### src/rtl/demux_scan_driver_pkg.sv
// Shared definitions for the demux scan driver: channel count, select
// width, FSM state encoding and a small bit-pick helper.
package demux_defs;

  localparam int NUM_CH = 8;
  localparam int SEL_W  = 3;

  // Two-state FSM encoding, kept as plain constants for legacy tools.
  localparam logic [0:0] ST_IDLE = 1'b0;
  localparam logic [0:0] ST_SCAN = 1'b1;

  // Bit of the captured word that belongs on the demux data pin for a slot.
  function automatic logic slot_bit(input logic [NUM_CH-1:0] word,
                                    input logic [SEL_W-1:0]  idx);
    return word[idx];
  endfunction

endpackage

### src/rtl/demux_scan_driver_if.sv
// Handshake and demux pin bundle between a word producer and the scan driver.
interface demux_scan_driver_if;
  import demux_defs::*;

  logic [NUM_CH-1:0] in_data;
  logic              in_valid;
  logic              in_ready;
  logic              abort;
  logic              en;
  logic              i1;
  logic              s2;
  logic              s1;
  logic              s0;
  logic              busy;
  logic              done;

  // Producer side: offers words, may cancel, watches the demux pins.
  modport master (
    output in_data, in_valid, abort,
    input  in_ready, en, i1, s2, s1, s0, busy, done
  );

  // Scan driver side.
  modport slave (
    input  in_data, in_valid, abort,
    output in_ready, en, i1, s2, s1, s0, busy, done
  );

endinterface

### src/rtl/demux_scan_driver_slot_timer.sv
// Per-slot hold counter: counts 0..HOLD_CYCLES-1 while running and flags
// the last cycle of a slot with tc. clr parks the count at zero.
module slot_timer #(
  parameter int HOLD_CYCLES = 1
) (
  input  logic clk,
  input  logic rst_n,
  input  logic clr,
  input  logic run,
  output logic tc
);

  localparam logic [7:0] TC_VAL = 8'(HOLD_CYCLES - 1);

  logic [7:0] cnt;

  assign tc = (cnt == TC_VAL);

  // Hold counter: cleared outside a scan, wraps to zero at each slot end.
  always_ff @(posedge clk or negedge rst_n) begin
    if (!rst_n) begin
      cnt <= 8'd0;
    end else if (clr) begin
      cnt <= 8'd0;
    end else if (run) begin
      cnt <= tc ? 8'd0 : cnt + 8'd1;
    end
  end

endmodule

### src/rtl/demux_scan_driver.sv
// Scan driver for a 1x8 demux: takes one word over valid/ready, then walks
// the select lines 0..7 presenting word bit k on I1 while select = k.
// All demux pins come straight from registers so select and data switch on
// the same edge.
module demux_scan_driver
  import demux_defs::*;
#(
  parameter int HOLD_CYCLES = 1
) (
  input  logic                 clk,
  input  logic                 rst_n,
  demux_scan_driver_if.slave   bus
);

  localparam logic [SEL_W-1:0] LAST_SLOT = SEL_W'(NUM_CH - 1);

  logic [0:0]        state;
  logic [NUM_CH-1:0] data_p0;
  logic [SEL_W-1:0]  slot_p0;
  logic [SEL_W-1:0]  sel_p0;
  logic              en_p0;
  logic              i1_p0;
  logic              busy_p0;
  logic              done_p0;

  logic              take;
  logic              tc;
  logic [SEL_W-1:0]  slot_nxt;

  assign bus.in_ready = (state == ST_IDLE) & ~bus.abort;
  assign take         = bus.in_valid & bus.in_ready;
  assign slot_nxt     = slot_p0 + SEL_W'(1);

  assign bus.en   = en_p0;
  assign bus.i1   = i1_p0;
  assign bus.s2   = sel_p0[2];
  assign bus.s1   = sel_p0[1];
  assign bus.s0   = sel_p0[0];
  assign bus.busy = busy_p0;
  assign bus.done = done_p0;

  // The hold counter only runs during a scan; an abort restarts it too.
  slot_timer #(
    .HOLD_CYCLES (HOLD_CYCLES)
  ) u_slot_timer (
    .clk   (clk),
    .rst_n (rst_n),
    .clr   ((state == ST_IDLE) | bus.abort),
    .run   (state == ST_SCAN),
    .tc    (tc)
  );

  // FSM, slot index, captured word and registered demux pins.
  always_ff @(posedge clk or negedge rst_n) begin
    if (!rst_n) begin
      state   <= ST_IDLE;
      data_p0 <= '0;
      slot_p0 <= '0;
      sel_p0  <= '0;
      en_p0   <= 1'b0;
      i1_p0   <= 1'b0;
      busy_p0 <= 1'b0;
      done_p0 <= 1'b0;
    end else begin
      case (state)
        ST_IDLE: begin
          done_p0 <= 1'b0;
          if (take) begin
            state   <= ST_SCAN;
            data_p0 <= bus.in_data;
            slot_p0 <= '0;
            sel_p0  <= '0;
            en_p0   <= 1'b1;
            i1_p0   <= slot_bit(bus.in_data, '0);
            busy_p0 <= 1'b1;
          end
        end
        ST_SCAN: begin
          if (bus.abort) begin
            // Cancel wins over everything, including the final slot end.
            state   <= ST_IDLE;
            slot_p0 <= '0;
            sel_p0  <= '0;
            en_p0   <= 1'b0;
            i1_p0   <= 1'b0;
            busy_p0 <= 1'b0;
            done_p0 <= 1'b0;
          end else if (tc) begin
            if (slot_p0 == LAST_SLOT) begin
              state   <= ST_IDLE;
              slot_p0 <= '0;
              sel_p0  <= '0;
              en_p0   <= 1'b0;
              i1_p0   <= 1'b0;
              busy_p0 <= 1'b0;
              done_p0 <= 1'b1;
            end else begin
              slot_p0 <= slot_nxt;
              sel_p0  <= slot_nxt;
              i1_p0   <= slot_bit(data_p0, slot_nxt);
            end
          end
        end
        default: begin
          state   <= ST_IDLE;
          slot_p0 <= '0;
          sel_p0  <= '0;
          en_p0   <= 1'b0;
          i1_p0   <= 1'b0;
          busy_p0 <= 1'b0;
          done_p0 <= 1'b0;
        end
      endcase
    end
  end

endmodule

### src/flat_wrapper.sv
// flat-port wrapper written by rule: the top's interface ports become plain ports
module demux_scan_driver_flat import demux_defs::*;
#(
  parameter int HOLD_CYCLES = 1
)
  (clk, rst_n, bus_in_data, bus_in_valid, bus_abort, bus_in_ready, bus_en, bus_i1, bus_s2, bus_s1, bus_s0, bus_busy, bus_done);
  demux_scan_driver_if bus_i ();
  input  logic clk;
  input  logic rst_n;
  input wire logic [$bits(bus_i.in_data)-1:0] bus_in_data;
  input wire logic [$bits(bus_i.in_valid)-1:0] bus_in_valid;
  input wire logic [$bits(bus_i.abort)-1:0] bus_abort;
  output wire logic [$bits(bus_i.in_ready)-1:0] bus_in_ready;
  output wire logic [$bits(bus_i.en)-1:0] bus_en;
  output wire logic [$bits(bus_i.i1)-1:0] bus_i1;
  output wire logic [$bits(bus_i.s2)-1:0] bus_s2;
  output wire logic [$bits(bus_i.s1)-1:0] bus_s1;
  output wire logic [$bits(bus_i.s0)-1:0] bus_s0;
  output wire logic [$bits(bus_i.busy)-1:0] bus_busy;
  output wire logic [$bits(bus_i.done)-1:0] bus_done;
  assign bus_i.in_data = bus_in_data;
  assign bus_i.in_valid = bus_in_valid;
  assign bus_i.abort = bus_abort;
  assign bus_in_ready = bus_i.in_ready;
  assign bus_en = bus_i.en;
  assign bus_i1 = bus_i.i1;
  assign bus_s2 = bus_i.s2;
  assign bus_s1 = bus_i.s1;
  assign bus_s0 = bus_i.s0;
  assign bus_busy = bus_i.busy;
  assign bus_done = bus_i.done;
  demux_scan_driver #(.HOLD_CYCLES(HOLD_CYCLES)) u_core (.clk(clk), .rst_n(rst_n), .bus(bus_i));
endmodule
### config.mk
export PLATFORM = sky130hd
export DESIGN_NAME = demux_scan_driver_flat
export DESIGN_NICKNAME = d
export VERILOG_FILES = /design/src/rtl/demux_scan_driver_pkg.sv /design/src/rtl/demux_scan_driver_if.sv /design/src/rtl/demux_scan_driver_slot_timer.sv /design/src/rtl/demux_scan_driver.sv /design/src/flat_wrapper.sv
export SDC_FILE = /design/constraint.sdc
export NUM_CORES = 1
export LEC_CHECK = 0
export CORE_ASPECT_RATIO = 0.5
export CORE_MARGIN = 2
export CORE_UTILIZATION = 30
export DETAILED_ROUTE_END_ITERATION = 16
export PLACE_DENSITY = 0.62
export SYNTH_ARGS = -nofsm -noshare
export SYNTH_HDL_FRONTEND = slang
export SYNTH_SLANG_ARGS = --single-unit
### constraint.sdc
create_clock -name clk -period 2.4 [get_ports clk]
set_input_delay 0.48 -clock clk [delete_from_list [all_inputs] [get_ports clk]]
set_output_delay 0.48 -clock clk [all_outputs]
set_load 0.05 [all_outputs]
==> tab_implementation.tex <==
\begin{tabular}{lr}
\hline
Metric & Value \\
\hline
\multicolumn{2}{l}{\textbf{Critical path}} \\
\quad Worst path required time & 1.92 ns \\
\quad Endpoint of the worst-slack reg-to-reg timing path & u\_core.bus.i1 \\
\quad CP Class & reg2out \\
\quad Ordered list of cells on the worst path & clkdlybuf4s50\_1 \\
\quad Cell count of the worst reg-to-reg path & 5 \\
\quad Worst setup slack for register-to-register paths & 0.50 ns \\
\quad Critical path's top delay family & buffers and inverters \\
\quad Reg-to-reg critical path startpoint & u\_core.slot\_p0[0] \\
\quad Bufs and invs on worst path & 1 \\
\quad CP Capture Type & output port \\
\quad Maximum fanout count along the critical path & 6 \\
\quad Worst-path cell with the longest stage delay & clkdlybuf4s50\_1 \\
\quad Endpoint arrival time on the critical path & 1.59 ns \\
\quad Max incr delay on CP & 0.85 ns \\
\quad Critical Path Start Type & flop \\
\multicolumn{2}{l}{\textbf{Clock tree}} \\
\quad Cts-stage hold buffer count & 0 \\
\quad Clk\_lat worst skew & 0.26 ns \\
\quad Number of buffers added for setup after CTS & 0 \\
\quad CTS Root Buffer Type & clkbuf\_8 \\
\quad Cts bufs inserted & 3 \\
\quad Clock-pin slew on the worst setup and hold paths & 0.08 ns \\
\quad H-tree depth & 1 \\
\quad Number of gates given a new drive strength after cts & 0 \\
\quad Number of sinks handled by clock tree synthesis & 23 \\
\quad Clock tree from TritonCTS & built \\
\quad Buffer depth of the longest clock path & 2 \\
\multicolumn{2}{l}{\textbf{Drt}} \\
\quad Vias & 788 \\
\quad Average vias per placed instance & 4.555 \\
\quad WL/cell & 12.27 um \\
\quad Post-route DRC & 0 \\
\quad Count of antenna-violating nets left after detailed routing & 0 \\
\quad Aggregate routed wire length & 2123 um \\
\quad Initial drt markers & 37 \\
\quad Number of detailed-route iterations in the first pass & 4 \\
\multicolumn{2}{l}{\textbf{STA}} \\
\quad Post-route fraction of the period consumed by the critical path & 0.8616 \\
\quad Measured slew at the worst slew-check pin & 0.4965 ns \\
\quad Setup repair after global routing missed its margin & no \\
\quad F\_max & 0.4836 GHz \\
\quad Worst rel slew slack & 0.6680 \\
\quad Worst clock skew on the final layout & 0.003012 ns \\
\quad Sum of negative setup slack & 0 ns \\
\quad Final count of pins violating max slew & 0 \\
\quad Final setup violation count & 0 \\
\quad Final critical delay including setup and external delays & 2.068 ns \\
\quad Hold Vio Cnt, Final & 0 \\
\multicolumn{2}{l}{\textbf{Worst hold path}} \\
\quad Worst Hold Path EP & u\_core.data\_p0[5] \\
\quad Cells on Worst Hold Path & 1 \\
\quad Min-delay src & u\_core.data\_p0[5] \\
\quad Kind of path behind the tightest hold check & reg2reg \\
\multicolumn{2}{l}{\textbf{Logic synthesis}} \\
\quad Most common cell in the netlist & dfrtp\_1 \\
\quad Synth warnings & 0 \\
\quad Sequential-to-total area share from yosys stat & 0.5027 \\
\quad Post-synth top flop & dfrtp\_1 \\
\quad Register bit count reported by yosys & 23 \\
\quad Commonest cells in the synthesized netlist & dfrtp\_1, nor2\_1, mux2\_2, nand3\_1, inv\_1 \\
\quad Cell area after technology mapping & 0.001145 mm2 \\
\quad Gate count of the mapped netlist & 100 \\
\quad Number of distinct library cell variants in the gate-level netlist after synthesis & 30 \\
\quad Number of enable flip-flop cells after synthesis & 0 \\
\quad Post-synth net total & 116 \\
\quad Area share of the leading cell type in the synthesized netlist & 0.5027 \\
\quad Async set-or-reset flop fraction in the synthesized netlist & 1.000 \\
\quad Biggest area contributors in the synthesized netlist & dfrtp\_1, mux2\_2, nor2\_1 \\
\quad Cell type contributing the most total cell area after synthesis & dfrtp\_1 \\
\quad Mean post-synth cell area & 11.45 um2 \\
\multicolumn{2}{l}{\textbf{Floorplanning}} \\
\quad Starting Density & 0.3228 \\
\quad Core Box Area & 0.003547 mm2 \\
\quad Die width & 91.37 um \\
\quad DIE AREA & 0.004356 mm2 \\
\quad Row cnt & 15 \\
\quad Chip height & 47.68 um \\
\quad \# IOs & 20 \\
\multicolumn{2}{l}{\textbf{Run status}} \\
\quad Run status & completed \\
\multicolumn{2}{l}{\textbf{Placed design}} \\
\quad Detailed placer's ending HPWL & 1556 um \\
\quad PortBufs & 19 \\
\quad Placer congestion estimate & 0.7517 \\
\multicolumn{2}{l}{\textbf{Finish}} \\
\quad Syn-to-layout area delta & 26.23\% \\
\quad Antenna diode count & 0 \\
\quad Share of layout cells above drive strength 1 & 0.1557 \\
\quad Number of filler cells placed in the layout & 339 \\
\quad Nets & 139 \\
\quad Util after Layout & 0.4074 \\
\multicolumn{2}{l}{\textbf{Power}} \\
\quad Comb power frac & 0.238 \\
\quad Power Internal & 652.8 uW \\
\quad Leakage dissipation & 0.6354 nW \\
\quad Sw Ratio & 0.2918 \\
\quad PwrDens & 637.8 mW/mm2 \\
\quad Clk pwr share & 0.264 \\
\quad Power dissipated by switching net loads & 269.0 uW \\
\quad Worst-case vdd ir drop & 0.0002915 V \\
\quad Sequential share of power & 0.498 \\
\multicolumn{2}{l}{\textbf{Global routing}} \\
\quad Number of antenna violations at the first check in global routing & 0 \\
\quad Final global-route overflow total & 0 \\
\quad Largest net degree at the start of global routing & 24 \\
\quad Global-route wire length before repair & 3456 um \\
\quad Number of global-route vias before repair & 769 \\
\quad Tot GR Track Use & 0.1020 \\
\multicolumn{2}{l}{\textbf{Job}} \\
\quad Max cap viols & 0 \\
\hline
\end{tabular}
metal layers:
layer | global-route usage | vias up | part of all wire
li1 | - | 388 | -
met1 | 0.1323 | 388 | 0.52
met2 | 0.1807 | 10 | 0.45
met3 | 0.01890 | 2 | 0.020
met4 | 0.03636 | 0 | 0.0061
met5 | 0 | - | 0
how the worst max path moves through the flow:
stage	cells past startpoint	slack [ns]	start	end
after floorplan	5	0.38	u_core.slot_p0[0]	u_core.bus.i1
after global placement	4	0.47	bus_abort	u_core.data_p0[7]
after detailed placement	5	0.45	bus_abort	u_core.slot_p0[2]
after CTS	1	0.32	u_core.slot_p0[0]	bus_s0
after global routing	1	0.29	u_core.slot_p0[0]	bus_s0
final	1	0.33	u_core.slot_p0[0]	bus_s0
layout by cell type (no fill, tap or decap), drive strengths merged, types with 4 or more instances in the layout:
master	count
clkbuf	4
clkdlybuf4s50	18
dfrtp	23
ha	4
inv	6
mux2	9
nand3	7
nor2	14
xor2	5
cell families after synthesis:
| family | Yosys count | share of synthesized area |
|---|---|---|
| muxes | 12 | 0.1148 |
| and+or+nand+nor | 38 | 0.1989 |
| xor gates and xnor gates | 6 | 0.04590 |
| buffers and inverters | 9 | 0.04043 |
| DFF | 23 | 0.5027 |
| adders and majority gates | 4 | 0.04372 |
| AOI/OAI and AO/OA | 8 | 0.05355 |
per-stage QoR:
| step | hold WS (ns) | power, mW | instance area (um2) | instances | setup slack (ns) |
|---|---|---|---|---|---|
| floorplan | 0.1844 | 0.6061 | 1145 | 100 | 0.3814 |
| global placement | 0.4933 | 0.6843 | 1400 | 169 | 0.4676 |
| detailed placement | 0.4971 | 0.6877 | 1400 | 169 | 0.4489 |
| CTS | 0.5163 | 0.9353 | 1445 | 173 | 0.3242 |
| global route | 0.5217 | 0.9590 | 1445 | 173 | 0.2930 |
| finish | 0.5096 | 0.9218 | 1445 | 173 | 0.3322 |
power by group through the flow:
stage	combinational (mW)	sequential [mW]	clock, mW
after floorplan	0.108	0.498	0
after global placement	0.219	0.466	0
after detailed placement	0.220	0.468	0
after CTS	0.221	0.459	0.255
after global routing	0.236	0.465	0.258
final	0.219	0.459	0.243
state kept, by name, summed over array words and instances (netlist names):
signal	flops
u_core.data_p0	8
u_core.bus.done	1
u_core.state	1
u_core.bus.i1	1
u_core.u_slot_timer.cnt	8
u_core.slot_p0	3
u_core.bus.busy	1
cell type report:
type / instances / area (um2) / area share
tap: 51 / 63.81 / 0.04416
timing repair buffer: 21 / 215.2 / 0.1489
sequential: 23 / 575.6 / 0.3983
multi-input combinational: 68 / 523.0 / 0.3619
clock buffer: 4 / 45.04 / 0.03117
inverter: 6 / 22.52 / 0.01558
Note: power is estimated with default switching activity, not from simulation.
